==> config.mk <==
export PLATFORM = sky130hd
export DESIGN_NAME = fetch_unit
export DESIGN_NICKNAME = d
export VERILOG_FILES = /design/src/rtl/fetch_unit_pkg.sv /design/src/rtl/fetch_queue.sv /design/src/rtl/fetch_unit.sv
export SDC_FILE = /design/constraint.sdc
export NUM_CORES = 1
export LEC_CHECK = 0
export CORE_AREA = 5 5 185 187
export CTS_BUF_LIST = sky130_fd_sc_hd__clkbuf_2
export DETAILED_ROUTE_END_ITERATION = 10
export DIE_AREA = 0 0 190 192
export PLACE_DENSITY = 0.48
export SYNTH_ARGS = -nofsm -noshare
export SYNTH_HDL_FRONTEND = slang
export SYNTH_SLANG_ARGS = --single-unit
==> constraint.sdc <==
create_clock -name clk -period 6 [get_ports clk]
set_clock_uncertainty 0.2 [all_clocks]
set_input_delay 0.6 -clock clk [delete_from_list [all_inputs] [get_ports clk]]
set_output_delay 0.6 -clock clk [all_outputs]
set_load 0.02 [all_outputs]
==> src/rtl/fetch_unit_pkg.sv <==
// Shared constants and types for the instruction fetch front end.
package fetch_unit_pkg;

  localparam int unsigned PC_WIDTH_DEF    = 12;
  localparam int unsigned INSTR_WIDTH_DEF = 32;
  localparam int unsigned QUEUE_DEPTH_DEF = 4;
  localparam int unsigned PC_INCREMENT    = 4;

  localparam logic [11:0] RESET_PC_DEF        = 12'h000;
  localparam logic [31:0] END_OF_PROGRAM_WORD = 32'h0000_0000;

  // Fetching until the end-of-program word returns, then parked until redirected.
  typedef enum logic {
    ST_FETCH = 1'b0,
    ST_HALT  = 1'b1
  } fetch_state_t;

endpackage

==> src/rtl/fetch_queue.sv <==
// Synchronous FIFO holding fetched {pc, instr} entries; head is read from
// registered storage (no write-through bypass) and reads as zero when empty.
module fetch_queue #(
  parameter  int unsigned DEPTH = 4,
  parameter  int unsigned WIDTH = 44,
  localparam int unsigned AW    = $clog2(DEPTH),
  localparam int unsigned CNT_W = AW + 1
) (
  input  logic             clk,
  input  logic             rst,
  input  logic             i_clear,
  input  logic             i_push,
  input  logic [WIDTH-1:0] i_data,
  input  logic             i_pop,
  output logic [WIDTH-1:0] o_head,
  output logic [CNT_W-1:0] o_count
);

  logic [WIDTH-1:0] r_mem [DEPTH];
  logic [AW-1:0]    r_wr_ptr;
  logic [AW-1:0]    r_rd_ptr;
  logic [CNT_W-1:0] r_count;
  logic             w_do_push;
  logic             w_do_pop;

  assign w_do_pop  = i_pop && (r_count != '0);
  assign w_do_push = i_push && ((r_count != CNT_W'(DEPTH)) || w_do_pop);

  // Entry storage; contents need no reset because count gates visibility.
  always_ff @(posedge clk) begin
    if (!rst && !i_clear && w_do_push) begin
      r_mem[r_wr_ptr] <= i_data;
    end
  end

  // Pointers wrap naturally modulo the power-of-two depth.
  always_ff @(posedge clk) begin
    if (rst || i_clear) begin
      r_wr_ptr <= '0;
      r_rd_ptr <= '0;
      r_count  <= '0;
    end else begin
      if (w_do_push) r_wr_ptr <= r_wr_ptr + AW'(1);
      if (w_do_pop)  r_rd_ptr <= r_rd_ptr + AW'(1);
      r_count <= r_count + CNT_W'(w_do_push) - CNT_W'(w_do_pop);
    end
  end

  assign o_head  = (r_count != '0) ? r_mem[r_rd_ptr] : '0;
  assign o_count = r_count;

endmodule

==> src/rtl/fetch_unit.sv <==
// Instruction fetch front end: sequential PC generation, credit-checked reads
// to a 1-cycle synchronous imem, fetch queue toward decode, flush/redirect and
// halt on the all-zero word.
// Optional: define FETCH_TRACE_EN for simulation-only fetch/flush/halt trace.
module fetch_unit
  import fetch_unit_pkg::*;
#(
  parameter int unsigned          PC_WIDTH    = PC_WIDTH_DEF,
  parameter int unsigned          INSTR_WIDTH = INSTR_WIDTH_DEF,
  parameter int unsigned          QUEUE_DEPTH = QUEUE_DEPTH_DEF,
  parameter logic [PC_WIDTH-1:0]  RESET_PC    = PC_WIDTH'(RESET_PC_DEF)
) (
  input  logic                   clk,
  input  logic                   rst,
  output logic                   imem_req,
  output logic [PC_WIDTH-1:0]    imem_addr,
  input  logic [INSTR_WIDTH-1:0] imem_rdata,
  output logic                   valid_out,
  input  logic                   ready_in,
  output logic [PC_WIDTH-1:0]    pc_out,
  output logic [INSTR_WIDTH-1:0] instr_out,
  input  logic                   flush,
  input  logic [PC_WIDTH-1:0]    redirect_pc,
  output logic                   done
);

  localparam int unsigned CNT_W   = $clog2(QUEUE_DEPTH) + 1;
  localparam int unsigned ENTRY_W = PC_WIDTH + INSTR_WIDTH;
  localparam logic [PC_WIDTH-1:0] ALIGN_MASK = ~PC_WIDTH'(PC_INCREMENT - 1);

  fetch_state_t        r_state;
  fetch_state_t        w_state_nxt;
  logic [PC_WIDTH-1:0] r_fetch_pc;
  logic [PC_WIDTH-1:0] r_req_pc;
  logic                r_outstanding;
  logic                r_discard;
  logic                w_resp_live;
  logic                w_resp_eop;
  logic                w_push;
  logic                w_pop;
  logic                w_halt_hit;
  logic [CNT_W:0]      w_credit_used;
  logic [CNT_W-1:0]    w_count;
  logic [ENTRY_W-1:0]  w_head;

  // Next state, issue credit check, response steering and done.
  always_comb begin
    w_state_nxt   = r_state;
    imem_req      = 1'b0;
    done          = 1'b0;
    w_push        = 1'b0;
    w_halt_hit    = 1'b0;
    w_resp_live   = r_outstanding && !r_discard && !flush;
    w_resp_eop    = (imem_rdata == INSTR_WIDTH'(END_OF_PROGRAM_WORD));
    w_credit_used = (CNT_W+1)'(w_count) + (CNT_W+1)'(r_outstanding);
    case (r_state)
      ST_FETCH: begin
        imem_req = !flush && !rst && (w_credit_used < (CNT_W+1)'(QUEUE_DEPTH));
        if (w_resp_live) begin
          if (w_resp_eop) begin
            w_halt_hit  = 1'b1;
            w_state_nxt = ST_HALT;
          end else begin
            w_push = 1'b1;
          end
        end
      end
      ST_HALT: begin
        done = (w_count == '0) && !r_outstanding;
      end
      default: w_state_nxt = ST_FETCH;
    endcase
    if (flush) w_state_nxt = ST_FETCH;
  end

  // State, fetch PC and in-flight tracking; a flush cancels the pending read.
  always_ff @(posedge clk) begin
    if (rst) begin
      r_state       <= ST_FETCH;
      r_fetch_pc    <= RESET_PC & ALIGN_MASK;
      r_req_pc      <= '0;
      r_outstanding <= 1'b0;
      r_discard     <= 1'b0;
    end else begin
      r_state <= w_state_nxt;
      if (flush) begin
        r_fetch_pc    <= redirect_pc & ALIGN_MASK;
        r_outstanding <= 1'b0;
        r_discard     <= 1'b0;
      end else begin
        r_outstanding <= imem_req;
        // The read issued alongside the halting response must not enqueue.
        r_discard     <= imem_req && w_halt_hit;
        if (imem_req) begin
          r_fetch_pc <= r_fetch_pc + PC_WIDTH'(PC_INCREMENT);
          r_req_pc   <= r_fetch_pc;
        end
      end
    end
  end

  assign w_pop     = valid_out && ready_in;
  assign valid_out = (w_count != '0);
  assign imem_addr = r_fetch_pc;
  assign {pc_out, instr_out} = w_head;

  fetch_queue #(
    .DEPTH (QUEUE_DEPTH),
    .WIDTH (ENTRY_W)
  ) u_queue (
    .clk     (clk),
    .rst     (rst),
    .i_clear (flush),
    .i_push  (w_push),
    .i_data  ({r_req_pc, imem_rdata}),
    .i_pop   (w_pop),
    .o_head  (w_head),
    .o_count (w_count)
  );

`ifdef FETCH_TRACE_EN
  // Simulation trace of enqueues, redirects and program end.
  always @(posedge clk) begin
    if (!rst) begin
      if (flush)      $display("FLUSH -> %h", redirect_pc);
      if (w_push)     $display("FETCH pc=%h instr=%h", r_req_pc, imem_rdata);
      if (w_halt_hit) $display("HALT at %h", r_req_pc);
    end
  end
`endif

endmodule

# == Word level (Yosys, flattened, before mapping) ==
# Memory sizes are Yosys's and may differ from the RTL's. A register that Yosys moved wholly into a read port is not among the register bits.
# Index checks and enable logic that the tools add are counted.
# word_totals
regBits,34
input_bits,48
word_cells,57
n_memories,1
ramBits,176
out_inout_bits,59
# op_classes
n_reduce_logical,22
add_sub_neg,6
order_cmp,1
n_eq_ne,1
bitwise_logic,1
muxes,16
# memory_table
name,words,word_bits,read_ports,rd_clocked_by_memory_dff,wr,line,text
u_queue.r_mem,4,44,1,1,1,fetch_queue.sv:19,logic [WIDTH-1:0] r_mem [DEPTH];
# ops
operator,n
$mux W44,1
$logic_not A32 Y1,1
$mux W12,2
$add A12 B3 Y12 const B,1
$mux W1,11
$logic_and A1 B1 Y1,10
$add A2 B1 Y2 const B,2
$add A3 B1 Y4,1
$logic_not A1 Y1,4
$lt A4 B3 Y1 const B,1
$mux W2,2
$add A3 B1 Y3,1
$logic_not A3 Y1,1
$ne A3 B3 Y1 const B,1
$reduce_bool A3 Y1,1
$sub A3 B1 Y3,1
$logic_or A1 B1 Y1,2
$reduce_and A2 Y1,1
$reduce_bool A2 Y1,1
$reduce_or A2 Y1,1
$not A1 Y1,1

# == Longest topological paths before layout ==
# Gate-level depths: netlist (run 1).
# logic_depth
word_depth,9
ltp_mapped,10
ltp_nobuf,9

# == Cells and area by module ==
# From an unflattened synthesis (run 1), not the netlist that was laid out.
# hier_totals
cells_unflattened,478
hier_area_um2,8346.8
# by_module_without_submodules
module,instances,seq_area_each_um2,area_each_um2,cells_each
fetch_queue,1,5465.2,7185.6,327
fetch_unit,1,460.4,1161.1,151

# == Worst setup path before layout (run 1) ==
# No wires, ideal clock.
# synth_timing
kind,input to register
from,input flush
to,"memory u_queue.r_mem[0][0], enable pin"
required_time_ns,5.396
setup_slack_ns,2.641
n_path_buf,2
arrival_ns,2.755
path_stages,6
setup_ns,0.404
cell_sequence,clkbuf_1 or3b_1 nor3_1 o21a_1 clkbuf_1 and3_1
# synth_between
elab_chain_len,8
word_cells_on_any_way,9
classes_between,mux: 4; reduce/logical: 5
# synth_rtl
element,line,text
from (decl),fetch_unit.sv:22,"input logic flush,"
$logic_not A1 Y1 (*),"fetch_queue.sv:31, fetch_unit.sv:53",
$logic_and A1 B1 Y1,fetch_unit.sv:53,w_resp_live = r_outstanding && !r_discard && !flush;
$mux W1,fetch_unit.sv:59,if (w_resp_live) begin
$mux W1,fetch_unit.sv:56,case (r_state)
$logic_and A1 B1 Y1,fetch_queue.sv:27,assign w_do_push = i_push && ((r_count != CNT_W'(DEPTH)) || w_do_pop);
$logic_and A1 B1 Y1 (*),fetch_queue.sv:31,if (!rst && !i_clear && w_do_push) begin
$mux W1 (*),fetch_queue.sv:31,
$mux W1 (not written as such) (*),fetch_queue.sv:32,r_mem[r_wr_ptr] <= i_data;
to (decl),fetch_queue.sv:19,
# Every way passes the cells marked *; elsewhere a longest branch is shown, timed or not.

# == Worst setup path after layout (run 1) ==
# layout_timing
from,register u_queue.r_count[2] (netlist: u_queue.o_count[2])
to,output pc_out[11]
# layout_between
elab_chain_len,2
# layout_rtl
element,line,text
from (decl),fetch_queue.sv:22,logic [CNT_W-1:0] r_count;
from (signal assigned),fetch_queue.sv:45,r_count <= r_count + CNT_W'(w_do_push) - CNT_W'(w_do_pop);
$reduce_bool A3 Y1,fetch_queue.sv:49,assign o_head = (r_count != '0) ? r_mem[r_rd_ptr] : '0;
$mux W44,fetch_queue.sv:49,
to (decl),fetch_unit.sv:20,"output logic [PC_WIDTH-1:0] pc_out,"
# Every way passes these cells.

==> impl_metrics.csv, run 1 <==
group,metric,value,unit
status,outcome,"finished, final reports clean",
critical_path,path_max_fanout,31,
timing,drv_slew,0,
cts,ctsHoldBuffers,0,
timing,holdWs,0.178,ns
routing,post-route-drc-count,0,
min_path,hold_class,"in -> reg",
grt,grt_overflow,0,
routing,routed_wl,17600,um
cts,clock_latency,0.73,ns
routing,antenna_left,0,
logic_synthesis,ys_async_sr_fraction,0,%
timing,rsz0062_at_grt,"no",
critical_path,worst_ep_required_time,5.20,ns
grt,grt_max_degree,43,
grt,grt.total_usage,9.83,%
logic_synthesis,ys_ff_latch,200,
cts,clockBufferDepth,2,
final_layout,fillCellCount,3174,
floorplan,core,32300,sq um
logic_synthesis,synth_top_cells_by_area,"edfxtp_1, mux4_2, dfxtp_1",
job,drv_cap,0,
logic_synthesis,synthCells,464,
placement,gp_congestion,0.669,
logic_synthesis,synthDistinctLibCells,41,
floorplan,rows,66,
logic_synthesis,yosysSeqAreaShare,71.0,%
critical_path,endpoint_kind,"output pin",
grt,grt_pass1_vias,4642,
cts,cts_resized,0,
cts,post-cts-setup-buffers,0,
timing,max_freq,257,MHz
cts,clkTransAtPathRegs,0.32,ns
critical_path,start_kind,"register",
final_layout,final_nets,619,
floorplan,dieArea,36500,sq um
power,total_power,2.37,mW
grt,grt_antenna_before_repair,1,
logic_synthesis,synth.yosys.warnings,0,
floorplan,io_pins,107,
critical_path,path_class,"reg -> out",
routing,dr_total_vias,4377,
timing,tightestPinTransition,0.910,ns
final_layout,final_common_cell,"edfxtp_1",
critical_path,crit_arrival,3.09,ns
timing,max_slew_margin,39.3,%
logic_synthesis,synthFlopType,"edfxtp_1",
placement,dp_hpwl,11100,um
logic_synthesis,synth_edf_count,168,
grt,grt_pass1_wl,27000,um
cts,htreeDepth,4,
cts,root_buffer,"clkbuf_2",
logic_synthesis,syn_area,8010,sq um
power,leakage,3.01,nW
cts,cts_buffers,17,
timing,finalHoldViolCount,0,
routing,drt_iter0_drc,239,
final_layout,mostFrequentLayoutCells,"edfxtp_1, clkdlybuf4s50_1, and2_1",
timing,period_share,64.8,%
placement,port_buffers,100,
timing,tns,0,ns
logic_synthesis,synth_area_leader_cell,"edfxtp_1",
power,p_per_area,244,nW/um^2
timing,setup_viol,0,
cts,clock_sinks,200,
floorplan,dieHeight,192,um
logic_synthesis,syn_avg_cell_area,17.3,sq um
routing,post_drt_wl_per_cell,17.3,um
timing,fin_crit,3.89,ns
logic_synthesis,synth_top_area_share,63.0,%
routing,vias_per_cell,4.30,
floorplan,start_util,24.8,%
cts,cts_tree,"yes",
final_layout,area_delta_synth_final,21.7,%
routing,first_pass_iters,7,
power,ir_drop,0.0000929,V
floorplan,die_w,190,um
final_layout,final_layout_size_suffix_gt1_share,16.0,%
==> synth_stat cells (4+ instances only) <==
cell type	instances
mux4_2	42
and2_1	45
nor2_1	16
a311oi_1	6
clkbuf_1	22
ha_1	8
nor4_1	9
dfxtp_1	32
and3_1	6
nand3_1	16
inv_1	9
buf_4	4
edfxtp_1	168
nand4_1	4
nand3b_1	4
or3_1	5
buf_2	4
nand2_1	9
a21oi_1	11
o21ai_0	14
==> worst max-delay path, stage by stage (launching register included) <==
cell             delay, ns
dfxtp_1               0.54
or3_1                 0.53
buf_4                 0.44
and2_1                0.25
clkdlybuf4s50_1       0.63
==> final cells by class <==
| cell class | instances | area (sq um) | share of cell area (%) |
|---|---|---|---|
| Sequential cell | 200 | 5690 | 58.4 |
| Multi-Input combinational cell | 227 | 2160 | 22.2 |
| Timing Repair Buffer | 107 | 1050 | 10.8 |
| Tap cell | 442 | 553 | 5.68 |
| Clock inverter | 15 | 161 | 1.66 |
| Clock buffer | 17 | 85.1 | 0.873 |
| Inverter | 9 | 33.8 | 0.347 |
| Antenna cell | 2 | 5.00 | 0.0514 |
==> where the power goes <==
part / switching (mW) / internal (mW)
Sequential: 0.0198 / 1.52
Combinational: 0.106 / 0.100
Clock: 0.495 / 0.136
Total: 0.621 / 1.75
==> layer usage <==
metal	wire length [um]	part of all wire (%)	global-route usage, %
met4	194	1.1	2.73
met1	7720	44	12.4
met2	8970	51	16.6
met5	0	0	0
met3	733	4.2	2.82
==> path summary, 6_finish.rpt <==
kind | start | slack [ns] | end | cells after the start
setup reg to reg | u_queue.o_count[2]$_SDFF_PP0_ | 2.88 | u_queue.o_count[2]$_SDFF_PP0_ | 10
hold / removal | redirect_pc[4] | 0.18 | imem_addr[4]$_SDFFE_PP0P_ | 3
hold reg to reg | u_queue.r_wr_ptr[1]$_SDFFE_PP0N_ | 0.33 | u_queue.r_wr_ptr[1]$_SDFFE_PP0N_ | 2
setup / recovery | u_queue.o_count[2]$_SDFF_PP0_ | 2.11 | pc_out[11] | 4
==> flip-flops by register name (all words and copies together) (netlist names), named ones only <==
name	cells
u_queue.o_count	3
r_req_pc	10
u_queue.r_mem	168
imem_addr	10
r_discard	1
r_state	1
u_queue.r_rd_ptr	2
r_outstanding	1
u_queue.r_wr_ptr	2
==> metrics by stage <==
step           std cells  utilization, %  worst slack [ns]  cell area, sq um
2_1_floorplan        467               -              2.64              8020
3_3_place_gp         985            29.4              2.12              9490
3_5_place_dp         985            29.4              2.07              9490
4_1_cts             1017            30.2              1.80              9740
5_1_grt             1019            30.2              1.72              9740
6_report            1019            30.2              2.11              9740
==> logic make-up (layout without fill, tap and decap cells) <==
family | Yosys count | after routing | share of synthesized area, %
buffers and inverters | 40 | 148 | 2.22
AOI/OAI and AO/OA | 43 | 43 | 3.97
other | 1 | 6 | 0.0468
DFF | 200 | 200 | 71.0
and+or+nand+nor | 123 | 123 | 8.74
xor gates and xnor gates | 4 | 4 | 0.438
adders and majority gates | 9 | 9 | 1.50
muxes | 44 | 44 | 12.1
No activity file was read; power rests on OpenSTA's default activity.
==> run 2: changes to the inputs <==
==> constraint.sdc (replaced) <==
create_clock -name clk -period 3.8 [get_ports clk]
set_clock_uncertainty 0.2 [all_clocks]
set_input_delay 0.38 -clock clk [delete_from_list [all_inputs] [get_ports clk]]
set_output_delay 0.38 -clock clk [all_outputs]
set_load 0.02 [all_outputs]
==> run 2 against run 1 <==
Compared with the run above: power increased by 63%; wire length grew 2.1%; critical path depth fell by 1; sequential share of layout area fell by 2.8 points; clock-buffer cell count unchanged; clock power is 71% higher; via count increased by 3.4%; first-iteration DRC count is 7.1% lower; final area grew 5.0%; critical path type unchanged; largest cell class unchanged; largest power group unchanged.
==> impl_metrics.csv, run 2 (synthesis gave the netlist of run 1 again) <==
group,metric,value,unit
routing,routed_wl,18000,um
floorplan,io_pins,107,
grt,met2_usage,17.1,%
floorplan,die_w,190,um
cts,root_buffer,"clkbuf_2",
final_layout,fin_cells,1059,
job,drv_cap,0,
floorplan,core,32300,sq um
cts,clock_latency,0.75,ns
timing,finalHoldViolCount,0,
grt,grt_pass1_wl,27800,um
floorplan,start_util,24.8,%
placement,gp_congestion,0.693,
critical_path,path_max_fanout,18,
routing,first_pass_iters,4,
timing,period_share,93.9,%
min_path,hold_class,"in -> reg",
routing,post_drt_wl_per_cell,17.0,um
timing,fin_ws,0.230,ns
grt,met1_usage,12.8,%
routing,vias_per_cell,4.27,
placement,placed_cells,988,
timing,holdWs,0.116,ns
cts,clock_sinks,200,
cts,clkTransAtPathRegs,0.26,ns
grt,grt_overflow,0,
final_layout,final_layout_size_suffix_gt1_share,15.7,%
power,leakage,3.21,nW
routing,post-route-drc-count,0,
timing,setup_viol,0,
final_layout,mostFrequentLayoutCells,"edfxtp_1, clkdlybuf4s50_1, and2_1",
timing,rsz0062_at_grt,"no",
cts,cts_buffers,17,
floorplan,rows,66,
grt,busiest_layer,"met2",
critical_path,endpoint_kind,"output pin",
critical_path,path_class,"reg -> out",
status,outcome,"finished, final reports clean",
timing,tns,0,ns
final_layout,regMostFlops,"u_queue.r_mem",
routing,antenna_left,0,
grt,grt_max_degree,43,
power,ir_drop,0.000205,V
timing,max_freq,280,MHz
floorplan,dieHeight,192,um
placement,dp_hpwl,11200,um
grt,grt.total_usage,10.0,%
placement,dp_worst_setup_slack,0.415,ns
final_layout,area_delta_synth_final,27.8,%
timing,tightestPinTransition,0.711,ns
final_layout,largest_reg_flops,168,
final_layout,final_nets,660,
timing,max_slew_margin,52.6,%
critical_path,crit_arrival,2.99,ns
power,p_per_area,378,nW/um^2
placement,port_buffers,100,
cts,htreeDepth,4,
cts,cts_tree,"yes",
min_path,whs_path_depth,1,
timing,drv_slew,0,
routing,dr_total_vias,4524,
grt,grt_antenna_before_repair,1,
critical_path,reg2reg_depth,9,
final_layout,fillCellCount,3163,
cts,clockBufferDepth,2,
grt,grt_pass1_vias,4885,
timing,fin_crit,3.57,ns
floorplan,dieArea,36500,sq um
routing,drt_iter0_drc,222,
critical_path,worst_ep_required_time,3.22,ns
grt,grtUsageMet3,2.44,%
critical_path,start_kind,"register",
final_layout,final_common_cell,"edfxtp_1",
[run 2: cell types whose count changed in the layout (fill, tap and decap cells not counted), moves of 2 or more]
| cell | before | now |
|---|---|---|
| buf_12 | 0 | 3 |
| dlygate4sd3_1 | 0 | 37 |
| clkinv_2 | 2 | 0 |
| inv_12 | 0 | 2 |
| inv_8 | 1 | 4 |
| inv_6 | 4 | 2 |
[run 2: path summary, 6_finish.rpt]
check / slack (ns) / startpoint / endpoint
worst max-delay path: 0.23 / u_queue.o_count[2]$_SDFF_PP0_ / done
worst min-delay path: 0.12 / imem_rdata[4] / u_queue.r_mem[3][4]$_DFFE_PP_
worst max register to register: 0.93 / u_queue.o_count[2]$_SDFF_PP0_ / u_queue.o_count[2]$_SDFF_PP0_
worst min register to register: 0.33 / u_queue.r_wr_ptr[1]$_SDFFE_PP0N_ / u_queue.r_wr_ptr[1]$_SDFFE_PP0N_
[run 2: layout make-up]
cell class | instances | area [sq um] | area share (%)
inverter | 9 | 33.8 | 0.330
clock inverter | 15 | 191 | 1.87
antenna | 1 | 2.50 | 0.0245
clock buffer | 17 | 85.1 | 0.832
timing repair buffer | 148 | 1510 | 14.8
sequential | 200 | 5690 | 55.6
tap | 442 | 553 | 5.41
multi-input combinational | 227 | 2160 | 21.1
[run 2: per-layer routing]
layer  up-vias  routed length, um
met5         -                  0
met4         0                161
met3        12                658
met2        79               8970
met1      2347               8200
li1       2086                  -
[run 2: repair_timing]
action | 4_1_cts | 5_1_grt
setup buffers | 0 | 1
endpoints found under the setup margin | 0 | 34
resized for setup | 0 | 1
hold buffers | 36 | 1
hold endpoints to repair | 105 | 3
[run 2: critical path, stage by stage, from the launching register on]
cell,delay (ns)
dfxtp_1,0.44
or3_2,0.74
nor3b_1,0.41
clkdlybuf4s50_1,0.69
[run 2: power breakdown]
part,total [mW],switching [mW],internal (mW)
logic,0.370,0.179,0.191
clock network,1.08,0.829,0.246
registers,2.42,0.0263,2.39
[run 2: metrics by stage]
| step | power, mW | instance area [sq um] | util, % |
|---|---|---|---|
| 2_1_floorplan | 2.62 | 8020 | - |
| 3_3_place_gp | 2.80 | 9550 | 29.6 |
| 3_5_place_dp | 2.81 | 9550 | 29.6 |
| 4_1_cts | 3.93 | 10200 | 31.5 |
| 5_1_grt | 4.05 | 10200 | 31.7 |
| 6_report | 3.86 | 10200 | 31.7 |
==> run 3: changes to the inputs <==
--- a/config.mk
+++ b/config.mk
@@ -5,11 +5,12 @@
 export SDC_FILE = /design/constraint.sdc
 export NUM_CORES = 1
 export LEC_CHECK = 0
-export CORE_AREA = 5 5 185 187
+export CORE_AREA = 5 5 148 150
 export CTS_BUF_LIST = sky130_fd_sc_hd__clkbuf_2
+export CTS_CLUSTER_SIZE = 20
 export DETAILED_ROUTE_END_ITERATION = 10
-export DIE_AREA = 0 0 190 192
-export PLACE_DENSITY = 0.48
+export DIE_AREA = 0 0 153 155
+export PLACE_DENSITY = 0.66
 export SYNTH_ARGS = -nofsm -noshare
 export SYNTH_HDL_FRONTEND = slang
 export SYNTH_SLANG_ARGS = --single-unit
==> run 3 against run 2 <==
Compared with the run above: via count fell by 1.7%; clock power fell by 9.8%; non-clock buffer count shrank 15.
==> impl_metrics.csv, run 3 (synthesis gave the netlist of run 1 again) <==
group,metric,value,unit
timing,period_share,94.9,%
timing,rsz0062_at_grt,"no",
power,internal-power,2.82,mW
critical_path,reg2reg_depth,4,
final_layout,final_nets,645,
final_layout,regMostFlops,"u_queue.r_mem",
placement,post_dp_cell_area,9330,sq um
cts,clock_sinks,200,
critical_path,cp_slowest_stage_delay,0.66,ns
floorplan,rows,53,
floorplan,core,20600,sq um
floorplan,start_util,38.9,%
grt,grt_pass1_wl,25200,um
timing,fin_ws,0.192,ns
critical_path,r2r-start,"r_outstanding$_SDFF_PP0_",
power,p_per_area,382,nW/um^2
cts,htreeDepth,4,
final_layout,fin_cells,878,
timing,holdWs,0.0555,ns
timing,setup_viol,0,
critical_path,path_max_fanout,23,
min_path,whs_path_depth,1,
routing,post_drt_wl_per_cell,17.9,um
routing,antenna_left,0,
grt,grt_overflow,0,
power,leakage,3.13,nW
critical_path,worst_ep_required_time,3.22,ns
min_path,hold_class,"in -> reg",
final_layout,final_util,47.7,%
floorplan,die_w,153,um
min_path,min_from,"imem_rdata[1]",
timing,max_slew_margin,22.8,%
critical_path,path_class,"reg -> out",
routing,vias_per_cell,5.07,
cts,clkTransAtPathRegs,0.29,ns
grt,grt_pass1_vias,4625,
cts,cts_tree,"yes",
power,total_power,3.74,mW
cts,cts_buffers,17,
power,pwr-share-comb,9.4,%
final_layout,fillCellCount,1750,
placement,dp_hpwl,10100,um
critical_path,crit_arrival,3.03,ns
final_layout,largest_reg_flops,168,
placement,port_buffers,100,
power,switching_share,24.5,%
placement,placed_cells,820,
grt,grt.total_usage,13.6,%
final_layout,mostFrequentLayoutCells,"edfxtp_1, clkdlybuf4s50_1, and2_1",
routing,post-route-drc-count,0,
final_layout,final_layout_size_suffix_gt1_share,16.3,%
routing,dr_total_vias,4449,
timing,tns,0,ns
floorplan,io_pins,107,
min_path,hold_end,"u_queue.r_mem[3][1]$_DFFE_PP_",
grt,grt_antenna_before_repair,1,
placement,gp_congestion,0.784,
critical_path,r2r_slack,0.86,ns
cts,clockBufferDepth,2,
grt,grt_max_degree,43,
status,outcome,"finished, final reports clean",
routing,drt_iter0_drc,207,
final_layout,final_common_cell,"edfxtp_1",
critical_path,start_kind,"register",
timing,max_freq,277,MHz
critical_path,path_cells,"ha_1 > o211a_4 > o32a_4 > nor2_1 > clkdlybuf4s50_1",
critical_path,rr_endpoint,"u_queue.r_mem[1][12]$_DFFE_PP_",
timing,finalHoldViolCount,0,
placement,dp_worst_setup_slack,0.417,ns
timing,fin_crit,3.61,ns
routing,first_pass_iters,5,
floorplan,dieHeight,155,um
timing,drv_slew,0,
power,power.share.clock,26.0,%
critical_path,endpoint_kind,"output pin",
cts,root_buffer,"clkbuf_2",
timing,tightestPinTransition,1.16,ns
cts,clock_latency,0.77,ns
power,p_sw,916,uW
job,drv_cap,0,
power,ir_drop,0.000165,V
final_layout,area_delta_synth_final,22.4,%
floorplan,dieArea,23700,sq um
routing,routed_wl,15700,um
power,p_seq_share,64.6,%
final_layout,final_area,9800,sq um
critical_path,crit_slowest_cell,"clkdlybuf4s50_1",
## run 3: metal layers
metal  routed length [um]  up-vias  GRT usage [%]
li1                     -     2066              -
met1                 6810     2231           17.4
met2                 7850      129           23.0
met3                  787       23           3.31
met4                  232        0           4.75
met5                    0        -              0
## run 3: power groups by stage
stage | sequential, mW | combinational [mW] | clock [mW]
5_1_grt | 2.42 | 0.379 | 1.10
2_1_floorplan | 2.47 | 0.155 | 0
4_1_cts | 2.42 | 0.349 | 1.00
6_report | 2.42 | 0.350 | 0.974
3_3_place_gp | 2.46 | 0.326 | 0
3_5_place_dp | 2.46 | 0.333 | 0
## run 3: timing repair
item                                    in CTS  in global routing
endpoints found under the setup margin       0                 22
setup buffers                                0                  3
hold buffers                                18                  3
gates resized for setup                      0                  1
hold endpoints to repair                    37                  5
## run 3: how the worst max path moves through the flow
stage / startpoint / end / slack (ns)
final: u_queue.o_count[1]$_SDFF_PP0_ / imem_req / 0.19
after global routing: u_queue.o_count[1]$_SDFF_PP0_ / imem_req / 0.03
after CTS: u_queue.o_count[1]$_SDFF_PP0_ / pc_out[9] / 0.04
after detailed placement: flush / u_queue.r_mem[1][17]$_DFFE_PP_ / 0.42
after global placement: flush / u_queue.r_mem[1][30]$_DFFE_PP_ / 0.43
after floorplan: flush / u_queue.r_mem[0][0]$_DFFE_PP_ / 0.66
## run 3: worst max-delay path, delay by kind of cell (launching register included)
family                     cells  cell delay (ns)
DFF                            1             0.45
AOI/OAI and AO/OA              2             0.69
adders and majority gates      1             0.26
buffers and inverters          1             0.66
and+or+nand+nor                1             0.22
## run 3: layout make-up
cell class	instances	area [sq um]	area share [%]
Multi-Input combinational cell	227	2160	22.1
Clock buffer	17	85.1	0.868
Timing Repair Buffer	133	1340	13.7
Tap cell	275	344	3.51
Inverter	9	33.8	0.345
Clock inverter	15	138	1.40
Antenna cell	2	5.00	0.0511
Sequential cell	200	5690	58.1
